<file path="src/rtl/ro_sts_pkg.sv">
// Shared definitions for read-only status register banks (ro_sts_bank, ro_reg users).
// Latency: none (constants and combinational helpers only).
// Backpressure: not applicable.
package ro_sts_pkg;

  // Largest supported register count per bank; NUM_REG must stay in 1..STS_MAX_NUM_REG.
  localparam int STS_MAX_NUM_REG = 16;

  // A read is allowed when at least one active mode has reads enabled for this bank.
  function automatic logic sts_mode_rd_ok(
    input logic test_mode,
    input logic cfg_mode,
    input logic sup_test,
    input logic sup_cfg
  );
    return (test_mode & sup_test) | (cfg_mode & sup_cfg);
  endfunction

endpackage

</file>
<file path="src/rtl/sts_sticky_cell.sv">
// One DW-wide register of sticky status bits: set by event, cleared on read.
// Latency: set/clear take effect at the next clock edge.
// Backpressure: none; set has priority over a same-cycle clear.
//
// Ports:
//   i_clk    - clock
//   i_rst    - synchronous active-high reset, overrides set and clear
//   i_set    - per-bit set request (already masked to sticky bits)
//   i_clr    - per-bit clear request (bits returned as 1 by a read)
//   o_sticky - current sticky state
module sts_sticky_cell #(
  parameter int DW = 8
) (
  input  logic          i_clk,
  input  logic          i_rst,
  input  logic [DW-1:0] i_set,
  input  logic [DW-1:0] i_clr,
  output logic [DW-1:0] o_sticky
);

  logic [DW-1:0] sticky_q;
  logic [DW-1:0] sticky_d;

  // Clear first, then OR in the set so an event coinciding with a read survives.
  always_comb begin
    sticky_d = (sticky_q & ~i_clr) | i_set;
  end

  always_ff @(posedge i_clk) begin
    if (i_rst) begin
      sticky_q <= '0;
    end else begin
      sticky_q <= sticky_d;
    end
  end

  assign o_sticky = sticky_q;

endmodule

</file>
<file path="src/rtl/ro_sts_bank.sv">
// Bank of NUM_REG read-only status registers mixing live and sticky (read-clear) bits.
// Latency: read data and valid are registered, exactly one cycle after the accepted read.
// Backpressure: none; a read is accepted whenever it hits and a read mode allows it.
//
// Ports:
//   i_clk, i_rst           - clock, synchronous active-high reset
//   i_ren, i_addr          - read strobe and address (register k at BASE_ADDR+k)
//   i_test_mode_status     - test mode flag
//   i_cfg_mode_status      - cfg mode flag
//   i_ff_data              - status inputs, register k on [k*DW +: DW]
//   o_rdata, o_rvld        - read data (zero when not valid) and valid
//   i_irq_en, o_irq        - only with RO_STS_BANK_IRQ_EN defined: per-bit interrupt
//                            enable and registered OR of enabled sticky bits
module ro_sts_bank
  import ro_sts_pkg::*;
#(
  parameter int                    DW                   = 8,
  parameter int                    AW                   = 8,
  parameter int                    NUM_REG              = 4,
  parameter int                    BASE_ADDR            = 0,
  parameter logic [NUM_REG*DW-1:0] STICKY_MASK          = '0,
  parameter bit                    SUPPORT_TEST_MODE_RD = 1'b1,
  parameter bit                    SUPPORT_CFG_MODE_RD  = 1'b1
) (
  input  logic                  i_clk,
  input  logic                  i_rst,
  input  logic                  i_ren,
  input  logic                  i_test_mode_status,
  input  logic                  i_cfg_mode_status,
  input  logic [AW-1:0]         i_addr,
  input  logic [NUM_REG*DW-1:0] i_ff_data,
`ifdef RO_STS_BANK_IRQ_EN
  input  logic [NUM_REG*DW-1:0] i_irq_en,
  output logic                  o_irq,
`endif
  output logic [DW-1:0]         o_rdata,
  output logic                  o_rvld
);

  // One extra bit so the offset subtraction cannot wrap into a false hit.
  localparam int OFFW = AW + 1;

  logic [OFFW-1:0]       addr_ext;
  logic [OFFW-1:0]       base_ext;
  logic [OFFW-1:0]       off;
  logic                  hit;
  logic                  rd_ok;
  logic [NUM_REG-1:0]    sel;
  logic [NUM_REG*DW-1:0] set_vec;
  logic [NUM_REG*DW-1:0] clr_vec;
  logic [NUM_REG*DW-1:0] sticky_vec;
  logic [DW-1:0]         rd_val;

  logic [DW-1:0]         rdata_q;
  logic [DW-1:0]         rdata_d;
  logic                  rvld_q;
  logic                  rvld_d;

  always_comb begin
    addr_ext = {1'b0, i_addr};
    base_ext = OFFW'(BASE_ADDR);
    off      = addr_ext - base_ext;
    hit      = (addr_ext >= base_ext) && (off < OFFW'(NUM_REG));
    rd_ok    = i_ren & hit & sts_mode_rd_ok(i_test_mode_status, i_cfg_mode_status,
                                            SUPPORT_TEST_MODE_RD, SUPPORT_CFG_MODE_RD);

    // Only sticky bit positions can ever be stored.
    set_vec  = i_ff_data & STICKY_MASK;

    sel      = '0;
    rd_val   = '0;
    clr_vec  = '0;
    for (int k = 0; k < NUM_REG; k++) begin
      sel[k] = rd_ok && (off == OFFW'(k));
      if (sel[k]) begin
        // Sticky view includes this cycle's set so a coinciding event is reported.
        rd_val = rd_val
               | sticky_vec[k*DW +: DW]
               | set_vec[k*DW +: DW]
               | (i_ff_data[k*DW +: DW] & ~STICKY_MASK[k*DW +: DW]);
        // Clear what the read returned; the cell's set priority keeps re-set bits.
        clr_vec[k*DW +: DW] = sticky_vec[k*DW +: DW];
      end
    end

    rvld_d  = rd_ok;
    rdata_d = rd_ok ? rd_val : '0;
  end

  always_ff @(posedge i_clk) begin
    if (i_rst) begin
      rdata_q <= '0;
      rvld_q  <= 1'b0;
    end else begin
      rdata_q <= rdata_d;
      rvld_q  <= rvld_d;
    end
  end

  assign o_rdata = rdata_q;
  assign o_rvld  = rvld_q;

  for (genvar k = 0; k < NUM_REG; k++) begin : g_cell
    sts_sticky_cell #(
      .DW(DW)
    ) u_cell (
      .i_clk   (i_clk),
      .i_rst   (i_rst),
      .i_set   (set_vec[k*DW +: DW]),
      .i_clr   (clr_vec[k*DW +: DW]),
      .o_sticky(sticky_vec[k*DW +: DW])
    );
  end

`ifdef RO_STS_BANK_IRQ_EN
  logic irq_q;
  logic irq_d;

  always_comb begin
    irq_d = |(sticky_vec & i_irq_en);
  end

  always_ff @(posedge i_clk) begin
    if (i_rst) begin
      irq_q <= 1'b0;
    end else begin
      irq_q <= irq_d;
    end
  end

  assign o_irq = irq_q;
`endif

endmodule

</file>
<file path="config.mk">
export PLATFORM = sky130hd
export DESIGN_NAME = ro_sts_bank
export DESIGN_NICKNAME = d
export VERILOG_FILES = /design/src/rtl/ro_sts_pkg.sv /design/src/rtl/sts_sticky_cell.sv /design/src/rtl/ro_sts_bank.sv
export SDC_FILE = /design/constraint.sdc
export NUM_CORES = 1
export LEC_CHECK = 0
export CORE_MARGIN = 2
export CORE_UTILIZATION = 47
export CTS_CLUSTER_SIZE = 25
export DETAILED_ROUTE_END_ITERATION = 16
export GPL_ROUTABILITY_DRIVEN = 0
export PLACE_DENSITY = 0.94
export SYNTH_ARGS = -nofsm -noshare
export SYNTH_HDL_FRONTEND = slang
export SYNTH_SLANG_ARGS = --single-unit
</file>
<file path="constraint.sdc">
create_clock -name i_clk -period 3.82 [get_ports i_clk]
set_input_delay 0.955 -clock i_clk [delete_from_list [all_inputs] [get_ports i_clk]]
set_output_delay 0.955 -clock i_clk [all_outputs]
set_load 0.01 [all_outputs]
</file>
Word level (Yosys, flattened, before mapping)
Cells that the tools add are included.
W data, S select, Z words.
{"block": "classes", "n_lt_le_gt_ge": 1, "add_sub_neg": 0, "n_bitwise": 19, "multipliers": 0, "div_mod_pow": 0, "reduce_logical": 6, "n_shift": 0, "eq_ne": 3, "muxes": 8}
{"cell": "$mux W8", "n": 8}
{"cell": "$or A8 B8 Y8", "n": 7}
{"cell": "$and A8 B8 Y8", "n": 4}
{"cell": "$not A8 Y8", "n": 4}
{"cell": "$eq A8 B2 Y1 const B", "n": 2}
{"cell": "$logic_not A9 Y1", "n": 1}
{"cell": "$eq A8 B1 Y1 const B", "n": 1}
{"cell": "$lt A8 B3 Y1 const B", "n": 1}
{"cell": "$logic_and A1 B1 Y1", "n": 4}
{"cell": "$and A1 B1 Y1", "n": 2}
{"cell": "$reduce_or A2 Y1", "n": 1}
{"cell": "$not A1 Y1", "n": 1}
{"cell": "$or A1 B1 Y1", "n": 1}
{"block": "word_totals", "n_memories": 0, "romBits": 0, "latchBits": 0, "reg_bits": 41, "mem_bits_rw": 0, "input_bits": 45, "word_cells": 43, "out_inout_bits": 9}

Logic depth before layout (Yosys ltp)
Gate-level depths: netlist of run 1.
{"block": "depth", "ltp_word": 14, "ltp_mapped": 4}

Cells and area by module
A second synthesis of run 1 with hierarchy kept.
{"block": "hier_totals", "cells_unflattened": 238, "hier_area_um2": 2371.0}
{"mod": "sts_sticky_cell", "area_each_um2": 381.6, "n_inst": 4, "cells_each": 33}
{"mod": "ro_sts_bank", "area_each_um2": 844.6, "n_inst": 1, "cells_each": 106}

Worst setup path before layout of run 1
Ideal clock, no wire load.
{"block": "synth_path", "kind": "input -> register", "startpoint": "in i_addr[3]", "endpoint": "reg g_cell[0].u_cell.sticky_q[0]", "n_path_buf": 0, "t_arrival_ps": 2040, "stages": 3, "setup_slack_ps": 1646, "setup_ps": 134, "t_required_ps": 3686, "path_cell_list": "or4_4 > nor4_4 > nor3b_1"}
{"block": "synth_via", "elab_chain_len": 7}
{"element": "start: declaration", "line_no": "ro_sts_bank.sv:30", "source": "input logic [AW-1:0] i_addr,"}
{"element": "$lt A8 B3 Y1", "line_no": "ro_sts_bank.sv:63", "source": "hit = (addr_ext >= base_ext) && (off < OFFW'(NUM_REG));"}
{"element": "$and A1 B1 Y1 (2 in series)", "line_no": "ro_sts_bank.sv:64", "source": "rd_ok = i_ren & hit & sts_mode_rd_ok(i_test_mode_status, i_cfg_mode_status,"}
{"element": "$logic_and A1 B1 Y1 *", "line_no": "ro_sts_bank.sv:74", "source": "sel[k] = rd_ok && (off == OFFW'(k));"}
{"element": "$mux W8 *", "line_no": "ro_sts_bank.sv:75", "source": "if (sel[k]) begin"}
{"element": "$not A8 Y8 *", "line_no": "sts_sticky_cell.sv:26", "source": "sticky_d = (sticky_q & ~i_clr) | i_set;"}
{"element": "$and A8 B8 Y8 *", "line_no": "sts_sticky_cell.sv:26"}
{"element": "end signal: assignment", "line_no": "sts_sticky_cell.sv:33", "source": "sticky_q <= sticky_d;"}
{"element": "end: declaration", "line_no": "sts_sticky_cell.sv:21", "source": "logic [DW-1:0] sticky_q;"}
Every way passes the cells marked *; elsewhere a longest branch is shown, timed or not.
A chain may end at the register's enable or synchronous reset.

Worst setup path after layout of run 1
{"block": "layout_path", "startpoint": "in i_addr[1]", "endpoint": "reg g_cell[0].u_cell.sticky_q[5]"}
Same word-level chain as after synthesis.

==> results.toml, run 1 <==
[synthesis]
synth_xor_area_frac = 0
syn_area_mm2 = 0.001549
synth_largest_area_cell = "dfxtp_1"
syn_nets = 184
synth-seq-cells = 41
synth_warnings = 0
synth_edf_count = 0
synth_top_flop_cell = "dfxtp_1"
synth_top_family_by_area = "simple AND/OR/NAND/NOR gates"
netlist_instances = 139
synth_top_area_frac = 0.5299
synth_fa_ha_area_frac = 0
synthSimpleGateAreaFrac = 0.4095
synth_area_per_cell_um2 = 11.14
synthArstFlopShare = 0
ys_seq_area_frac = 0.5299
synth_compound_area_frac = 0.03877
muxShareOfSynthArea = 0
synth_area_leaders = "dfxtp_1, nor3b_1, or4b_2"
yosys.cell_types.count = 19

[place]
numPortBuffers = 53
dp_hpwl_um = 2925
placed_area_mm2 = 0.002112

[route]
ant_nets = 0
drc = 0
drt-wirelength-per-cell_um = 15.89
vias_per_cell = 5.620
vias = 1332
finalWirelength_um = 3766
drtIter0Drc = 38
drtPass1Iterations = 4

[sta]
slew_viol_final = 0
setup_violations = 0
hold_viol_final = 0
setup_tns_ns = 0
post-route-period-util = 0.6815
tightest_slew_ns = 0.7010
max_slew_margin = 0.5310
rsz0062_at_grt = "no"
fmax_mhz = 384.1
skew_ns = 0.007872
min_period_ns = 2.603

[layout]
num_antenna_cells = 0
area_delta_synth_final_pct = 43.21
final_area_mm2 = 0.002218
layout-drive-gt1-share = 0.1295
nNetsFinal = 237
layout_commonest_cell = "clkdlybuf4s50_1"
final_cell_mix = "clkdlybuf4s50_1, dfxtp_1, nor3b_1, nor3_1"

[cts]
clkSlewWorstSetupHoldPaths_ns = 0.12
postCtsSetupRepairBufs = 0
ctsHoldBuffers = 0
cts_root_buf = "clkbuf_4"
cts_max_level = 2
clockBufferDepth = 2
clkLatencyLatePin_ns = 0.35
cts_buffers = 5
cts_num_sinks = 41
cts_tree = "built"
post_cts_resized = 0

[global_route]
grt_max_degree = 34
antenna_found_initial = 0
gr-total-overflow = 0
track_usage = 0.2167
grt_pass1_vias = 1368
grt_pass1_wl_um = 5934

[setup_path]
ff2ff_setup_slack_ns = 2.54
crit_family = "simple AND/OR/NAND/NOR gates"
crit_buf_inv = 1
arrival_ns = 2.83
critPathLaunchType = "input port"
cpMaxStageDelayCell = "or4b_2"
cpPeakStageDelay_ns = 0.76
end_kind = "flip-flop"
critical_path_required_ns = 4.05
crit_fanout = 15
critPathKind = "input port to flip-flop"
crit_path_cell_trace = "clkdlybuf4s50_1 -> or4b_2 -> nor4_4 -> nor3b_1"

[floorplanning]
io_pins = 54
start_util = 0.4992
rows = 20
die-area_mm2 = 0.003771
die_h_um = 61.41
die_w_um = 61.41
coreArea_mm2 = 0.003103

[run]
drv_cap = 0

[power]
peakVddDrop_v = 0.0002527
total_leakage_power_nw = 0.7503
power.density_mw_per_mm2 = 389.5

[worst_hold_path]
hold_class = "flip-flop to flip-flop"

[run_status]
status = "complete, no violations"
-- kinds of logic (layout without fill, tap and decap cells) --
kind of cell	after synthesis	count (layout)
and+or+nand+nor	81	81
DFF	41	41
buffers and inverters	9	63
AOI/OAI and AO/OA	8	8
-- metrics by stage --
step	hold WS, ns	util	worst slack [ns]	cells	power [mW]
after floorplan	0.4521	-	1.646	139	0.4648
after global placement	0.4569	0.6806	0.9678	229	0.5198
after detailed placement	0.4637	0.6806	0.8746	229	0.5218
after CTS	0.4807	0.7149	1.241	237	0.8645
after global routing	0.4927	0.7149	1.144	237	0.8880
final	0.4787	0.7149	1.217	237	0.8642
-- metal layers --
layer	global-route usage	vias up	routed length (um)
met4	0.05471	0	31
met2	0.3936	56	1858
met5	0	-	0
li1	-	636	-
met3	0.05042	6	320
met1	0.2579	634	1555
-- power breakdown --
group | leakage, nW | total (mW) | internal (mW) | switching (mW)
Combinational | 0.364 | 0.0853 | 0.0512 | 0.0340
Clock | 0.0558 | 0.351 | 0.206 | 0.145
Sequential | 0.330 | 0.428 | 0.428 | 0.0000480
Total | 0.750 | 0.864 | 0.685 | 0.179
-- sequential cells by signal, summed over array words and instances (netlist names) --
signal	count
g_cell.u_cell.o_sticky	32
o_rdata	8
o_rvld	1
-- synthesized netlist by cell type (2+ instances only) --
cell / count
or2_2: 2
or4bb_1: 2
nor3b_1: 32
or4b_2: 9
clkbuf_1: 5
buf_1: 3
nor3_1: 16
o31ai_1: 8
nor4_4: 4
nor4_1: 9
dfxtp_1: 41
-- area by class of cell --
type                       count  area, um2
tap                           44      55.05
multi-input combinational     89      694.4
fill                         265      884.6
clock inverter                 3      68.82
inverter                       1      3.754
timing repair buffer          54      538.0
clock buffer                   5      37.54
sequential                    41      820.8
-- path summary, 6_finish.rpt --
| check | cells past startpoint | startpoint | to |
|---|---|---|---|
| setup / recovery | 4 | i_addr[1] | g_cell[0].u_cell.o_sticky[5] |
| hold / removal | 1 | g_cell[2].u_cell.o_sticky[0] | g_cell[2].u_cell.o_sticky[0] |
| setup reg to reg | 3 | g_cell[2].u_cell.o_sticky[1] | o_rdata[1] |
| hold reg to reg | 1 | g_cell[2].u_cell.o_sticky[0] | g_cell[2].u_cell.o_sticky[0] |
No activity file was read; power rests on OpenSTA's default activity.
==> run 2: changes to the inputs <==
- CORE_UTILIZATION: 47 -> 40
- PLACE_DENSITY: 0.94 -> 0.86
- clock period: 3.82 -> 2.3 ns (I/O delays scaled with it)
==> run 2 against run 1 <==
Net effect: total power up 79%; largest power group unchanged; setup slack worse by 0.91 ns; first-iteration DRC count up 34%; via count up 0.53%; core utilization down 8.7 points; sequential power up 66%; clock skew down 0.0014 ns; critical path depth up 1.
==> results.toml, run 2 (synthesis results as in run 1) <==
[run_status]
status = "complete, no violations"

[setup_path]
cpMaxStageDelayCell = "or4b_2"
worstSetupPathDepth = 5
end_kind = "flip-flop"
critPathLaunchType = "input port"
crit_buf_inv = 2
crit_fanout = 6
crit_path_cell_trace = "clkdlybuf4s50_1 -> buf_4 -> or4b_2 -> o31ai_1 -> nor4_1"
crit_family = "simple AND/OR/NAND/NOR gates"
cpPeakStageDelay_ns = 0.67
arrival_ns = 2.18
critical_path_required_ns = 2.48
critPathKind = "input port to flip-flop"
r2r_cells = 3

[power]
total_leakage_power_nw = 0.8043
power.density_mw_per_mm2 = 670.1
peakVddDrop_v = 0.0006067

[floorplanning]
io_pins = 54
coreArea_mm2 = 0.003689
die_w_um = 66.23
die_h_um = 66.23
die-area_mm2 = 0.004386
rows = 22
start_util = 0.4199

[cts]
cts_max_level = 2
clockBufferDepth = 2
cts_num_sinks = 41
clkSlewWorstSetupHoldPaths_ns = 0.08
post_cts_resized = 0
postCtsSetupRepairBufs = 0
clkLatencyLatePin_ns = 0.30
cts_tree = "built"
ctsHoldBuffers = 0
cts_root_buf = "clkbuf_8"
cts_buffers = 5

[sta]
max_slew_margin = 0.5234
setup_violations = 0
slew_viol_final = 0
whs_ns = 0.4726
hold_viol_final = 0
fmax_mhz = 500.6
rsz0062_at_grt = "no"
min_period_ns = 1.997
tightest_slew_ns = 0.7122
post-route-period-util = 0.8684
skew_ns = 0.006520

[layout]
layout-drive-gt1-share = 0.1642
final_cell_mix = "clkdlybuf4s50_1, dfxtp_1, nor3b_1, nor3_1"
nNetsFinal = 245
final_cells = 249
largest_register_ffs = 32
area_delta_synth_final_pct = 49.43
layout_commonest_cell = "clkdlybuf4s50_1"
num_antenna_cells = 0

[route]
drt-wirelength-per-cell_um = 14.46
finalWirelength_um = 3601
drtIter0Drc = 51
vias_per_cell = 5.378
drtPass1Iterations = 4
drc = 0
vias = 1339
ant_nets = 0

[run]
drv_cap = 0

[global_route]
gr-total-overflow = 0
grt_pass1_vias = 1288
grt_max_degree = 33
track_usage = 0.1827
grt_pass1_wl_um = 5940
antenna_found_initial = 0

[worst_hold_path]
holdPathStages = 1
hold_class = "flip-flop to flip-flop"

[place]
dp_hpwl_um = 2697
place_inst = 241
numPortBuffers = 53
## run 2: worst paths after layout
check	start	end	slack (ns)
max	i_addr[0]	o_rdata[1]	0.30
min	g_cell[2].u_cell.o_sticky[0]	g_cell[2].u_cell.o_sticky[0]	0.47
max reg2reg	g_cell[2].u_cell.o_sticky[1]	o_rdata[1]	1.00
min reg2reg	g_cell[2].u_cell.o_sticky[0]	g_cell[2].u_cell.o_sticky[0]	0.47
## run 2: layout make-up
| cell class | count | area [um2] |
|---|---|---|
| Fill cell | 310 | 1374 |
| Sequential cell | 41 | 820.8 |
| Multi-Input combinational cell | 89 | 694.4 |
| Timing Repair Buffer | 62 | 598.1 |
| Clock buffer | 5 | 68.82 |
| Clock inverter | 3 | 68.82 |
| Tap cell | 48 | 60.06 |
| Inverter | 1 | 3.754 |
## run 2: metal layers
layer  global-route usage  up-vias  share of wire  routed length (um)
li1                     -      651              -                   -
met1               0.2403      630           0.46                1652
met2               0.2650       50           0.45                1616
met3              0.06814        8          0.070                 253
met4              0.07908        0          0.022                  79
met5                    0        -              0                   0
## run 2: stage by stage
step	instance area (um2)	setup WS [ns]	power, mW	util	setup TNS (ns)
after floorplan	1549	0.5058	0.7720	-	0
after global placement	2177	0.02990	0.8714	0.5902	0
after detailed placement	2177	-0.003068	0.8721	0.5902	-0.003068
after CTS	2315	0.3184	1.565	0.6275	0
after global routing	2315	0.2052	1.615	0.6275	0
final	2315	0.3026	1.551	0.6275	0
## run 2: report_power, final
| group | internal [mW] | switching [mW] |
|---|---|---|
| logic | 0.0896 | 0.0568 |
| clock network | 0.437 | 0.259 |
| registers | 0.709 | 0.0000693 |
